## config.mk

```make
export PLATFORM = sky130hd
export DESIGN_NAME = ahb2apb_bridge
export DESIGN_NICKNAME = d
export VERILOG_FILES = /design/src/rtl/ahb_apb_bridge_pkg.sv /design/src/rtl/apb_strb_gen.sv /design/src/rtl/ahb2apb_bridge.sv
export SDC_FILE = /design/constraint.sdc
export NUM_CORES = 1
export LEC_CHECK = 0
export BUFFER_PORTS_ARGS = -buffer_cell sky130_fd_sc_hd__buf_2
export CORE_MARGIN = 2
export CORE_UTILIZATION = 45
export DETAILED_ROUTE_END_ITERATION = 7
export GPL_ROUTABILITY_DRIVEN = 0
export PLACE_DENSITY = 0.81
export SLEW_MARGIN = 20
export SYNTH_ARGS = -nofsm -noshare
export SYNTH_HDL_FRONTEND = slang
export SYNTH_HIERARCHICAL = 1
export SYNTH_SLANG_ARGS = --single-unit
export TNS_END_PERCENT = 20
```

## constraint.sdc

```tcl
create_clock -name HCLK -period 6.7 [get_ports HCLK]
set_clock_uncertainty 0.1 [all_clocks]
set_input_delay 0.67 -clock HCLK [delete_from_list [all_inputs] [get_ports HCLK]]
set_output_delay 0.67 -clock HCLK [all_outputs]
set_load 0.02 [all_outputs]
```

## src/rtl/ahb_apb_bridge_pkg.sv

```systemverilog
// rtl/ahb_apb_bridge_pkg.sv - shared AHB/APB decode types and bridge state encoding
package ahb_apb_bridge_pkg;

    localparam int HADDR_SIZE = 32;
    localparam int HDATA_SIZE = 32;

    typedef enum logic [1:0] {
        HTRANS_IDLE   = 2'b00,
        HTRANS_BUSY   = 2'b01,
        HTRANS_NONSEQ = 2'b10,
        HTRANS_SEQ    = 2'b11
    } trans_type_t;

    typedef enum logic [2:0] {
        HSIZE_BYTE  = 3'b000,
        HSIZE_HWORD = 3'b001,
        HSIZE_WORD  = 3'b010,
        HSIZE_DWORD = 3'b011,
        HSIZE_4WORD = 3'b100,
        HSIZE_8WORD = 3'b101,
        HSIZE_512   = 3'b110,
        HSIZE_1024  = 3'b111
    } size_t;

    typedef enum logic {
        RW_READ  = 1'b0,
        RW_WRITE = 1'b1
    } rw_t;

    typedef enum logic [2:0] {
        HBURST_SINGLE = 3'b000,
        HBURST_INCR   = 3'b001,
        HBURST_WRAP4  = 3'b010,
        HBURST_INCR4  = 3'b011,
        HBURST_WRAP8  = 3'b100,
        HBURST_INCR8  = 3'b101,
        HBURST_WRAP16 = 3'b110,
        HBURST_INCR16 = 3'b111
    } burst_type_t;

    typedef enum logic [2:0] {
        ST_IDLE   = 3'd0,
        ST_WDATA  = 3'd1,
        ST_SETUP  = 3'd2,
        ST_ACCESS = 3'd3,
        ST_ERR1   = 3'd4,
        ST_ERR2   = 3'd5
    } bridge_state_t;

endpackage

```

## src/rtl/apb_strb_gen.sv

```systemverilog
// rtl/apb_strb_gen.sv - HSIZE/address to APB write byte strobe decoder
module apb_strb_gen
    import ahb_apb_bridge_pkg::*;
(
    input  size_t      size,
    input  logic [1:0] addr,
    input  logic       write,
    output logic [3:0] strb
);

    // Reads never assert strobes; oversize transfers are rejected upstream.
    always_comb begin
        strb = 4'h0;
        if (write) begin
            case (size)
                HSIZE_BYTE:  strb = 4'b0001 << addr;
                HSIZE_HWORD: strb = 4'b0011 << {addr[1], 1'b0};
                HSIZE_WORD:  strb = 4'b1111;
                default:     strb = 4'h0;
            endcase
        end
    end

endmodule

```

## src/rtl/ahb2apb_bridge.sv

```systemverilog
// rtl/ahb2apb_bridge.sv - AHB-Lite slave to APB4 master bridge, single outstanding transfer
module ahb2apb_bridge
    import ahb_apb_bridge_pkg::*;
#(
    parameter int TIMEOUT = 256
) (
    input  logic                  HCLK,
    input  logic                  HRESET,
    input  logic                  HSEL,
    input  logic [HADDR_SIZE-1:0] HADDR,
    input  logic [HDATA_SIZE-1:0] HWDATA,
    input  logic                  HWRITE,
    input  logic [2:0]            HSIZE,
    input  logic [2:0]            HBURST,
    input  logic [3:0]            HPROT,
    input  logic [1:0]            HTRANS,
    input  logic                  HMASTLOCK,
    input  logic                  HREADY,
    output logic                  HREADYOUT,
    output logic                  HRESP,
    output logic [HDATA_SIZE-1:0] HRDATA,
    output logic                  PSEL,
    output logic                  PENABLE,
    output logic [HADDR_SIZE-1:0] PADDR,
    output logic                  PWRITE,
    output logic [HDATA_SIZE-1:0] PWDATA,
    output logic [3:0]            PSTRB,
    output logic [2:0]            PPROT,
    input  logic [HDATA_SIZE-1:0] PRDATA,
    input  logic                  PREADY,
    input  logic                  PSLVERR
);

    localparam int CNT_W = (TIMEOUT > 1) ? $clog2(TIMEOUT) : 1;

    bridge_state_t    state;
    bridge_state_t    next_state;
    logic [CNT_W-1:0] acc_cnt;
    logic             accept;
    logic             take;
    logic             size_err;
    logic             timeout_hit;
    logic [3:0]       strb_calc;
    logic             psel_d;
    logic             penable_d;
    logic             hreadyout_d;
    logic             hresp_d;
    logic             unused_inputs;

    assign unused_inputs = ^{HBURST, HMASTLOCK, HPROT[3:2], HTRANS[0]};

    // New beats are only sampled while HREADYOUT is high.
    assign accept      = HSEL && HREADY && HTRANS[1];
    assign take        = accept && ((state == ST_IDLE) || (state == ST_ERR2));
    assign size_err    = HSIZE > 3'd2;
    assign timeout_hit = (TIMEOUT != 0) && (acc_cnt == CNT_W'(TIMEOUT - 1));

    apb_strb_gen u_strb_gen (
        .size  (size_t'(HSIZE)),
        .addr  (HADDR[1:0]),
        .write (HWRITE),
        .strb  (strb_calc)
    );

    always_ff @(posedge HCLK or posedge HRESET) begin
        if (HRESET) begin
            state <= ST_IDLE;
        end else begin
            state <= next_state;
        end
    end

    always_comb begin
        next_state = state;
        case (state)
            ST_IDLE, ST_ERR2: begin
                next_state = ST_IDLE;
                if (take) begin
                    if (size_err) begin
                        next_state = ST_ERR1;
                    end else if (HWRITE == RW_WRITE) begin
                        next_state = ST_WDATA;
                    end else begin
                        next_state = ST_SETUP;
                    end
                end
            end
            ST_WDATA:  next_state = ST_SETUP;
            ST_SETUP:  next_state = ST_ACCESS;
            ST_ACCESS: begin
                if (PREADY) begin
                    next_state = PSLVERR ? ST_ERR1 : ST_IDLE;
                end else if (timeout_hit) begin
                    next_state = ST_ERR1;
                end
            end
            ST_ERR1:   next_state = ST_ERR2;
            default:   next_state = ST_IDLE;
        endcase
    end

    // Outputs are decoded from next_state and registered so they line up with the state.
    always_comb begin
        psel_d      = (next_state == ST_SETUP) || (next_state == ST_ACCESS);
        penable_d   = (next_state == ST_ACCESS);
        hreadyout_d = (next_state == ST_IDLE) || (next_state == ST_ERR2);
        hresp_d     = (next_state == ST_ERR1) || (next_state == ST_ERR2);
    end

    always_ff @(posedge HCLK or posedge HRESET) begin
        if (HRESET) begin
            PSEL      <= 1'b0;
            PENABLE   <= 1'b0;
            HREADYOUT <= 1'b1;
            HRESP     <= 1'b0;
        end else begin
            PSEL      <= psel_d;
            PENABLE   <= penable_d;
            HREADYOUT <= hreadyout_d;
            HRESP     <= hresp_d;
        end
    end

    always_ff @(posedge HCLK or posedge HRESET) begin
        if (HRESET) begin
            PADDR   <= '0;
            PWRITE  <= 1'b0;
            PWDATA  <= '0;
            PSTRB   <= 4'h0;
            PPROT   <= 3'b000;
            HRDATA  <= '0;
            acc_cnt <= '0;
        end else begin
            if (take) begin
                PADDR  <= HADDR;
                PWRITE <= HWRITE;
                PSTRB  <= strb_calc;
                PPROT  <= {!HPROT[0], 1'b0, HPROT[1]};
            end
            if (state == ST_WDATA) begin
                PWDATA <= HWDATA;
            end
            if ((state == ST_ACCESS) && PREADY && !PSLVERR && !PWRITE) begin
                HRDATA <= PRDATA;
            end
            acc_cnt <= (state == ST_ACCESS) ? acc_cnt + 1'b1 : '0;
        end
    end

endmodule
```

==> metrics.md, run 1 <==
| Metric | Value |
|---|---|
| Status | `complete, no violations` |
| Post-synth cell types | `40` |
| Iter 0 DRT Violations | `76` |
| Highest clock rate | `434.3 MHz` |
| Antenna-violating nets left | `0` |
| Crit path DAT | `2.57 ns` |
| Hold WC Path Type | `in2async` |
| Worst Path Buf+Inv | `0` |
| Num CTS Buffers | `17` |
| Largest net degree at the start of global routing | `90` |
| Synthesized Nets | `421` |
| Via count | `3245` |
| Endpoints failing setup | `0` |
| H-tree depth | `4` |
| Post-Syn Area | `4666 um^2` |
| Final Cycle Share | `34.37%` |
| Max cap viols | `0` |
| DP Area | `5852 um^2` |
| # hold bufs at CTS | `0` |
| Sequential element share of the synthesized area | `63.31%` |
| Initial Util | `45.81%` |
| Residual DRC count | `0` |
| Drt via density | `4.815` |
| RSZ-0062 raised after global routing | `no` |
| Avg Cell Area, Syn | `15.35 um^2` |
| Skew-Pair Late Insertion Delay | `0.49 ns` |
| Port bufs | `215` |
| Final Slew Violations | `0` |
| Non-Filler Instances | `674` |
| Slowest stage delay, CP | `0.64 ns` |
| CP max FO | `32` |
| Site Rows | `37` |
| Top FF cell, synth | `dfrtp_1` |
| Vias in the first global route | `3378` |
| DR pass1 iterations | `4` |
| DRT Wirelength | `9704 um` |
| Clock transition at path regs | `0.05 ns` |
| Critical path class | `reg2reg` |
| Clock Tree Root | `clkbuf_8` |
| Yosys reg bits | `118` |
| # Post-CTS Setup Buffers | `0` |
| Synth warnings | `6` |
| NumNets Final | `644` |
| Die height | `105.8 um` |
| Leakage power | `3.255 nW` |
| Worst relative slew slack | `46.86%` |
| Max VDD drop | `0.0002566 V` |
| Fin. Hold Viols | `0` |
| Buffer depth of the longest clock path | `2` |
| Worst setup SP type | `flip-flop` |
| Delay-heaviest family, CP | `simple AND/OR/NAND/NOR gates` |
| CP max stage cell | `nand3_2` |
| Gr usage total | `17.71%` |
| Core region area | `10180 um^2` |
| CP cell instances | `and3b_1 -> nand3_2 -> mux2_1` |
| DIE WIDTH | `105.8 um` |
| Ratio of cells with drive above 1 in the final layout | `62.64%` |
| Antenna violations before repair | `0` |
| Avg WL per Cell | `14.40 um` |
| TNS Setup | `0 ns` |
| Synth-to-Final Area Change | `37.52%` |
| Worst Path Required | `6.96 ns` |
| Most frequent cells in the layout | `buf_2, dfrtp_1, mux2_2` |
| Worst Tran Pin Value | `0.7962 ns` |
| Syn Inst Count | `304` |
| Count of flip-flops with a built-in enable after synthesis | `0` |
| Async S/R FF share, synth | `100.0%` |
| Pwr/cell area | `521.7 nW/um^2` |
| Final HPWL DP | `6978 um` |
| I/O pins | `224` |
| Minimum clock period | `2.303 ns` |
| # clock sinks | `118` |
| DIE AREA | `11200 um^2` |
| CP Capture Type | `flip-flop` |
| Post-CTS sizing | `0` |
| N_diodes | `0` |
| First-pass GRT wire length | `15690 um` |
| CTS tree | `done` |
| Design Area, Final | `6416 um^2` |
| Placed cells | `643` |
| Commonest non-fill, non-tap cell in the layout | `buf_2` |
| Grt total ovfl | `0` |
==> metrics by stage <==
step / utilization (%) / hold slack (ns) / power [mW] / setup slack, ns
2_1_floorplan: - / 0.3251 / 2.097 / 2.803
6_report: 63.00 / 0.06172 / 3.347 / 4.397
3_3_place_gp: 57.46 / 0.3395 / 2.510 / 4.189
3_5_place_dp: 57.46 / 0.3721 / 2.564 / 4.162
5_1_grt: 63.00 / 0.06727 / 3.535 / 4.216
4_1_cts: 62.69 / 0.04615 / 3.391 / 4.312
==> flip-flops by register name (all words and copies together), names as in the netlist, 2 cells and up <==
register and cells:
acc_cnt 8, PSTRB 4, HRDATA 32, PWDATA 32, PADDR 32, state 3
PPROT 2
==> cell type report <==
cell class / count / area (um^2)
clock inverter: 4 / 45.04
sequential: 118 / 2954
timing repair buffer: 218 / 1122
inverter: 5 / 21.27
fill: 781 / 3769
multi-input combinational: 167 / 1615
clock buffer: 26 / 488.0
tap: 136 / 170.2
==> cells in the mapped netlist (all sizes together) (2+ instances only) <==
master  instances  share of area [%]
xor2            4               0.91
a21oi           6               0.64
o32ai           2               0.54
nand3           5               0.64
nand2           5               0.40
dfrtp         117                 63
nor2           14                1.3
mux2          102                 25
inv             5               0.40
nand3b          2               0.40
a31oi           2               0.40
buf            13                1.7
and3            3               0.40
xnor2           4               0.75
and2            2               0.27
o21ai           3               0.32
==> logic make-up (layout without fill, tap and decap cells) <==
| group | Yosys count | in the layout | synth area share (%) |
|---|---|---|---|
| xor+xnor | 8 | 8 | 1.663 |
| buf+inv | 19 | 253 | 2.199 |
| mux | 102 | 102 | 24.62 |
| other cells | 1 | 1 | 0.08037 |
| simple gates | 38 | 38 | 5.149 |
| compound gates | 17 | 17 | 2.709 |
| flops | 118 | 118 | 63.31 |
| fa+ha+maj | 1 | 1 | 0.2681 |
==> routing by layer <==
layer  up-vias  track usage (%)  wire (um)
met2       142            29.63       4824
li1       1514                -          -
met4         0            6.579        139
met1      1575            21.03       4014
met5         -                0          0
met3        14            6.370        726
==> where the power goes <==
part | total [mW] | switching, mW | internal (mW)
Combinational | 1.31 | 0.750 | 0.564
Sequential | 1.23 | 0.174 | 1.05
Clock | 0.806 | 0.282 | 0.525
Total | 3.35 | 1.21 | 2.14
==> final timing paths <==
| check | start | end | slack [ns] | cells past startpoint |
|---|---|---|---|---|
| worst max-delay path | state[2] | HRDATA[23] | 4.40 | 3 |
| worst min-delay path | HRESET | PWDATA[22] | 0.06 | 2 |
| max in group asynchronous | HRESET | HRDATA[8] | 5.35 | 3 |
| min in group HCLK | HPROT[0] | PPROT[2] | 0.26 | 2 |
| worst max register to register | state[2] | HRDATA[23] | 4.40 | 3 |
| worst min register to register | acc_cnt[0] | acc_cnt[0] | 0.36 | 1 |
No activity file was read; power rests on OpenSTA's default activity.
==> run 2, diff against run 1 <==
Settings changed: CORE_UTILIZATION 45 to 42, PLACE_DENSITY 0.81 to 0.8.
Clock period 6.7 ns to 2.1 ns, I/O delays scaled along.
==> run 2 against run 1 <==
Effect of this change: global-route usage is 1.4 points higher; core utilization is 7.0 points higher; sequential power rose to 3.2 times the previous value; final cell count up 17%; cell area is 18% higher; non-clock buffer count increased by 107; die area up 6.9%; hold slack got worse by 0.011 ns; maximum frequency grew 24%; combinational power rose to 3.4 times the previous value; first-iteration DRC count rose by 29%; critical path type unchanged; critical path depth increased by 1; highest routed layer unchanged.
==> metrics.md, run 2 (synthesized netlist as in run 1, its figures left out) <==
| Metric | Value |
|---|---|
| NumNets Final | `751 (was 644)` |
| Skew-Pair Late Insertion Delay | `0.48 ns (was 0.49 ns)` |
| Critical path class | `reg2reg (unchanged)` |
| DIE AREA | `11970 um^2 (was 11200 um^2)` |
| I/O pins | `224 (unchanged)` |
| Final Cycle Share | `88.48% (was 34.37%)` |
| Top flop regs | `HRDATA: 32 flops, PADDR: 32 flops, PWDATA: 32 flops (unchanged)` |
| Synth-to-Final Area Change | `62.54% (was 37.52%)` |
| Final HPWL DP | `7199 um (was 6978 um)` |
| Via count | `3694 (was 3245)` |
| Clock Tree Root | `clkbuf_8 (unchanged)` |
| H-tree depth | `4 (unchanged)` |
| DIE WIDTH | `109.4 um (was 105.8 um)` |
| Avg WL per Cell | `14.44 um (was 14.40 um)` |
| First-pass GRT wire length | `17830 um (was 15690 um)` |
| Max cap viols | `0 (unchanged)` |
| Final Slew Violations | `0 (unchanged)` |
| Worst Path Required | `2.37 ns (was 6.96 ns)` |
| Non-Filler Instances | `787 (was 674)` |
| Ratio of cells with drive above 1 in the final layout | `53.25% (was 62.64%)` |
| CP max FO | `34 (was 32)` |
| Worst relative slew slack | `51.08% (was 46.86%)` |
| Drt via density | `4.694 (was 4.815)` |
| Pwr/cell area | `1471 nW/um^2 (was 521.7 nW/um^2)` |
| Commonest non-fill, non-tap cell in the layout | `buf_2 (unchanged)` |
| DR pass1 iterations | `4 (unchanged)` |
| Max VDD drop | `0.0007879 V (was 0.0002566 V)` |
| Iter 0 DRT Violations | `98 (was 76)` |
| Gr usage total | `19.10% (was 17.71%)` |
| Antenna-violating nets left | `0 (unchanged)` |
| Vias in the first global route | `3894 (was 3378)` |
| TNS Setup | `0 ns (unchanged)` |
| Antenna violations before repair | `0 (unchanged)` |
| # clock sinks | `118 (unchanged)` |
| Crit path DAT | `2.12 ns (was 2.57 ns)` |
| Initial Util | `43.04% (was 45.81%)` |
| Placed cells | `652 (was 643)` |
| Port bufs | `215 (unchanged)` |
| Hold WS | `0.05102 ns (was 0.06172 ns)` |
| Worst Tran Pin Value | `0.7323 ns (was 0.7962 ns)` |
| Die height | `109.4 um (was 105.8 um)` |
| Core region area | `10840 um^2 (was 10180 um^2)` |
| R2R depth | `4 (was 3)` |
| Highest clock rate | `538.2 MHz (was 434.3 MHz)` |
| Fin. Hold Viols | `0 (unchanged)` |
| Worst setup SP type | `flip-flop (unchanged)` |
| Hold Path Stages | `4` |
| Endpoints failing setup | `0 (unchanged)` |
| Residual DRC count | `0 (unchanged)` |
| CTS tree | `done (unchanged)` |
| Post-layout util | `69.96% (was 63.00%)` |
| Site Rows | `38 (was 37)` |
| Status | `complete, no violations (unchanged)` |
| DRT Wirelength | `11370 um (was 9704 um)` |
| Grt total ovfl | `0 (unchanged)` |
| FILL cells | `722 (was 781)` |
| Buffer depth of the longest clock path | `2 (unchanged)` |
| RSZ-0062 raised after global routing | `no (unchanged)` |
| Hold WC Path Type | `in2reg (was in2async)` |
| Leakage power | `3.740 nW (was 3.255 nW)` |
| Num CTS Buffers | `17 (unchanged)` |
| Minimum clock period | `1.858 ns (was 2.303 ns)` |
| Most frequent cells in the layout | `buf_2, dfrtp_1, dlygate4sd3_1 (was buf_2, dfrtp_1, mux2_2)` |
| CP Capture Type | `flip-flop (unchanged)` |
| # Post-CTS Setup Buffers | `0 (unchanged)` |
| Largest net degree at the start of global routing | `35 (was 90)` |
| Clock transition at path regs | `0.05 ns (about the same)` |
[run 2: cell types whose count changed in the layout (fill, tap and decap cells not counted), sizes merged]
cell / before / now
inv: 5 / 4
buf: 218 / 222
clkinvlp: 0 / 2
clkbuf: 26 / 22
bufinv: 1 / 3
dlygate4sd3: 0 / 103
diode: 0 / 1
clkinv: 3 / 5
[run 2: power by group]
part           switching (mW)  leakage [nW]  total, mW  internal [mW]
sequential              0.560          1.44       3.92           3.36
clock                   0.938         0.285       2.80           1.86
combinational            2.46          2.01       4.44           1.98
total                    3.96          3.74       11.2           7.19
[run 2: final cells by class]
cell class | count | area, um^2 | area share, %
clock buffer | 22 | 452.9 | 5.973
clock inverter | 9 | 126.4 | 1.666
multi-input combinational | 167 | 1615 | 21.30
sequential | 118 | 2954 | 38.95
antenna | 1 | 2.502 | 0.03300
tap | 140 | 175.2 | 2.310
inverter | 5 | 22.52 | 0.2970
timing repair buffer | 325 | 2235 | 29.47
[run 2: through the flow]
stage	power [mW]	worst slack (ns)	instance area (um^2)
final	11.15	0.2419	7584
after global placement	8.060	0.3003	5971
after global routing	11.79	0.1263	7581
after CTS	11.23	0.2384	7581
after detailed placement	8.228	0.2521	5971
after floorplan	6.690	0.3494	4669
[run 2: path summary, 6_finish.rpt]
kind	endpoint	from	slack [ns]
max	PADDR[27]	state[1]	0.24
min	state[0]	PREADY	0.05
max reg2reg	PADDR[27]	state[1]	0.24
min reg2reg	acc_cnt[0]	acc_cnt[0]	0.36
max in group asynchronous	HRDATA[29]	HRESET	1.00
min in group asynchronous	acc_cnt[4]	HRESET	0.29
[run 2: timing repair]
action,in CTS,in global routing
gates resized for setup,0,0
setup endpoints to repair,0,0
endpoints found under the hold margin,130,0
hold buffers,103,0
[run 2: routing by layer]
metal  GRT usage, %  share of wire (%)  up-vias
li1               -                  -     1725
met1          21.76                 38     1821
met2          33.95                 54      131
met3          5.750                6.3       17
met4          6.691                1.6        0
met5              0                  0        -
[run 2: critical path, stage by stage (launching register included)]
cell      delay (ns)
dfrtp_1         0.47
nand4b_4        0.24
nor2_4          0.29
buf_12          0.25
mux2_2          0.37
==> run 3, diff against run 2 <==
Settings changed: PLACE_DENSITY 0.8 to 0.77, SETUP_SLACK_MARGIN set to 0.4.
==> run 3 against run 2 <==
Effect of this change: combinational power rose by 7.7%; maximum frequency increased by 11%; total power rose by 0.27%; flip-flop and latch count did not move; hold slack lost 0.0056 ns; final cell count rose by 1.3%; non-clock buffer count up 12; clock power fell by 12%; cell area rose by 1.6%; critical endpoint is now PWDATA[13].
==> metrics.md, run 3 (synthesized netlist as in run 1, its figures left out) <==
| Metric | Value |
|---|---|
| DIE AREA | `11970 um^2 (unchanged)` |
| P_int | `7.058 mW (was 7.194 mW)` |
| Iter 0 DRT Violations | `126 (was 98)` |
| Critical path class | `reg2reg (unchanged)` |
| Initial Util | `43.04% (unchanged)` |
| Antenna-violating nets left | `0 (unchanged)` |
| Ratio of cells with drive above 1 in the final layout | `55.40% (was 53.25%)` |
| DIE WIDTH | `109.4 um (unchanged)` |
| Hold path endpoint | `PSTRB[0] (was state[0])` |
| Commonest non-fill, non-tap cell in the layout | `buf_2 (unchanged)` |
| Min-delay src | `HSIZE[1] (was PREADY)` |
| Fin. Hold Viols | `0 (unchanged)` |
| Sw Ratio | `36.89% (was 35.50%)` |
| Num CTS Buffers | `17 (unchanged)` |
| Clock transition at path regs | `0.06 ns (was 0.05 ns)` |
| Hold Path Stages | `4 (unchanged)` |
| Port bufs | `215 (unchanged)` |
| Clock Tree Root | `clkbuf_8 (unchanged)` |
| Slowest stage delay, CP | `0.43 ns (was 0.47 ns)` |
| Antenna violations before repair | `0 (unchanged)` |
| Hold WC Path Type | `in2reg (unchanged)` |
| Crit path DAT | `1.95 ns (was 2.12 ns)` |
| Avg WL per Cell | `15.50 um (was 14.44 um)` |
| Die height | `109.4 um (unchanged)` |
| Non-Filler Instances | `797 (was 787)` |
| N_diodes | `0 (was 1)` |
| Reg power frac | `35.2% (was 35.1%)` |
| R2R depth | `5 (was 4)` |
| # clock sinks | `118 (unchanged)` |
| RSZ-0062 raised after global routing | `yes (was no)` |
| H-tree depth | `4 (unchanged)` |
| Final Slew Violations | `0 (unchanged)` |
| Reg-to-Reg Start | `state[2] (was state[1])` |
| Via count | `3711 (was 3694)` |
| Site Rows | `38 (unchanged)` |
| NumNets Final | `763 (was 751)` |
| Highest clock rate | `594.9 MHz (was 538.2 MHz)` |
| Worst reg2reg setup slack | `0.42 ns (was 0.24 ns)` |
| CP max FO | `8 (was 34)` |
| Grt total ovfl | `0 (unchanged)` |
| Residual DRC count | `0 (unchanged)` |
| CTS tree | `done (unchanged)` |
| CP max stage cell | `dfrtp_2 (was dfrtp_1)` |
| Most frequent cells in the layout | `buf_2, dfrtp_1, dlygate4sd3_1 (unchanged)` |
| Final HPWL DP | `7227 um (was 7199 um)` |
| Vias in the first global route | `3999 (was 3894)` |
| Skew-Pair Late Insertion Delay | `0.49 ns (was 0.48 ns)` |
| DR pass1 iterations | `4 (unchanged)` |
| CP Launch Point | `state[2] (was state[1])` |
| DRT Wirelength | `12360 um (was 11370 um)` |
| TNS Setup | `0 ns (unchanged)` |
| Core region area | `10840 um^2 (unchanged)` |
| Worst Tran Pin Value | `0.6016 ns (was 0.7323 ns)` |
| Pwr/cell area | `1452 nW/um^2 (was 1471 nW/um^2)` |
| I/O pins | `224 (unchanged)` |
| Logic pwr share | `42.7% (was 39.8%)` |
| Most used cell, CP | `buf_6` |
| Clock share of power | `22.1% (was 25.1%)` |
| Met3 usage | `6.283% (was 5.750%)` |
| Switch Pwr | `4.126 mW (was 3.960 mW)` |
| Buffer depth of the longest clock path | `2 (unchanged)` |
| First-pass GRT wire length | `18910 um (was 17830 um)` |
| Worst relative slew slack | `59.89% (was 51.08%)` |
| Final Cycle Share | `80.05% (was 88.48%)` |
| GRT met1 Usage | `22.89% (was 21.76%)` |
| CP Capture Type | `flip-flop (unchanged)` |
| Drt via density | `4.656 (was 4.694)` |
| Placed cells | `651 (was 652)` |
| Gr usage total | `20.47% (was 19.10%)` |
| Worst setup SP type | `flip-flop (unchanged)` |
| Minimum clock period | `1.681 ns (was 1.858 ns)` |
| Max cap viols | `0 (unchanged)` |
| CP cell instances | `buf_6 -> nor3b_4 -> buf_6 -> clkbuf_16 -> mux2_2 (was nand4b_4 -> nor2_4 -> buf_12 -> mux2_2)` |
| FF-to-FF End | `PWDATA[13] (was PADDR[27])` |
| Max VDD drop | `0.0007645 V (was 0.0007879 V)` |
| Top flop regs | `HRDATA: 32 flops, PADDR: 32 flops, PWDATA: 32 flops (unchanged)` |
| Post-layout util | `71.06% (was 69.96%)` |
| Largest net degree at the start of global routing | `119 (was 35)` |
| Busiest layer in global routing | `met2 (unchanged)` |
| Worst Path Required | `2.37 ns (about the same)` |
| Status | `complete, no violations (unchanged)` |
| Leakage power | `3.767 nW (was 3.740 nW)` |
| FILL cells | `730 (was 722)` |
| Synth-to-Final Area Change | `65.11% (was 62.54%)` |
| Endpoints failing setup | `0 (unchanged)` |
| GR Util met2 | `37.04% (was 33.95%)` |
-- run 3: changes by cell type in the layout (fill, tap and decap cells not counted), sizes merged --
cell,change
buf,+8
bufinv,-3
clkbuf,+1
clkinvlp,+3
diode,-1
dlygate4sd3,+2
-- run 3: through the flow --
step	cell area [um^2]	setup slack, ns	hold WS (ns)	power (mW)
2_1_floorplan	4669	0.3494	0.2099	6.690
3_3_place_gp	5926	0.3149	0.3085	8.068
3_5_place_dp	5926	0.2454	0.3279	8.252
4_1_cts	7527	0.3790	0.001850	10.93
5_1_grt	7704	0.3398	0.04005	11.84
6_report	7704	0.4190	0.04546	11.18
-- run 3: metal layers --
metal | routed length [um] | up-vias
met3 | 801 | 21
met2 | 6422 | 150
met5 | 0 | -
met4 | 213 | 0
met1 | 4917 | 1793
li1 | - | 1747
-- run 3: worst max-delay path, delay by kind of cell (launching register included) --
family,cells,cell delay (ns)
DFF,1,0.43
buffers and inverters,3,0.49
and+or+nand+nor,1,0.20
muxes,1,0.33
-- run 3: power by group through the flow --
stage	Clock, mW	Combinational (mW)	Sequential (mW)
floorplan	0	1.52	5.17
global placement	0	4.20	3.86
detailed placement	0	4.32	3.93
CTS	2.52	4.49	3.92
global route	2.66	5.10	4.08
finish	2.47	4.78	3.94
-- run 3: worst max-delay path by stage --
stage	end	slack, ns	depth (start not counted)
after floorplan	HRDATA[0]	0.35	1
after global placement	PENABLE	0.31	6
after detailed placement	PENABLE	0.25	6
after CTS	PENABLE	0.38	6
after global routing	PENABLE	0.34	6
final	PWDATA[13]	0.42	5
-- run 3: layout make-up --
type	instances	area (um^2)	share of cell area, %
timing repair buffer	337	2364	30.68
multi-input combinational	167	1670	21.68
clock buffer	21	459.2	5.961
clock inverter	9	55.05	0.7146
tap	140	175.2	2.274
sequential	118	2958	38.40
inverter	5	22.52	0.2924
-- run 3: what timing repair did --
| item | in CTS | in global routing |
|---|---|---|
| hold buffers | 105 | 0 |
| pin swaps | 3 | 11 |
| buffers inserted | 1 | 7 |
| gates resized for setup | 8 | 14 |
| hold endpoints to repair | 221 | 0 |
| endpoints found under the setup margin | 32 | 73 |
| cloned | 0 | 3 |
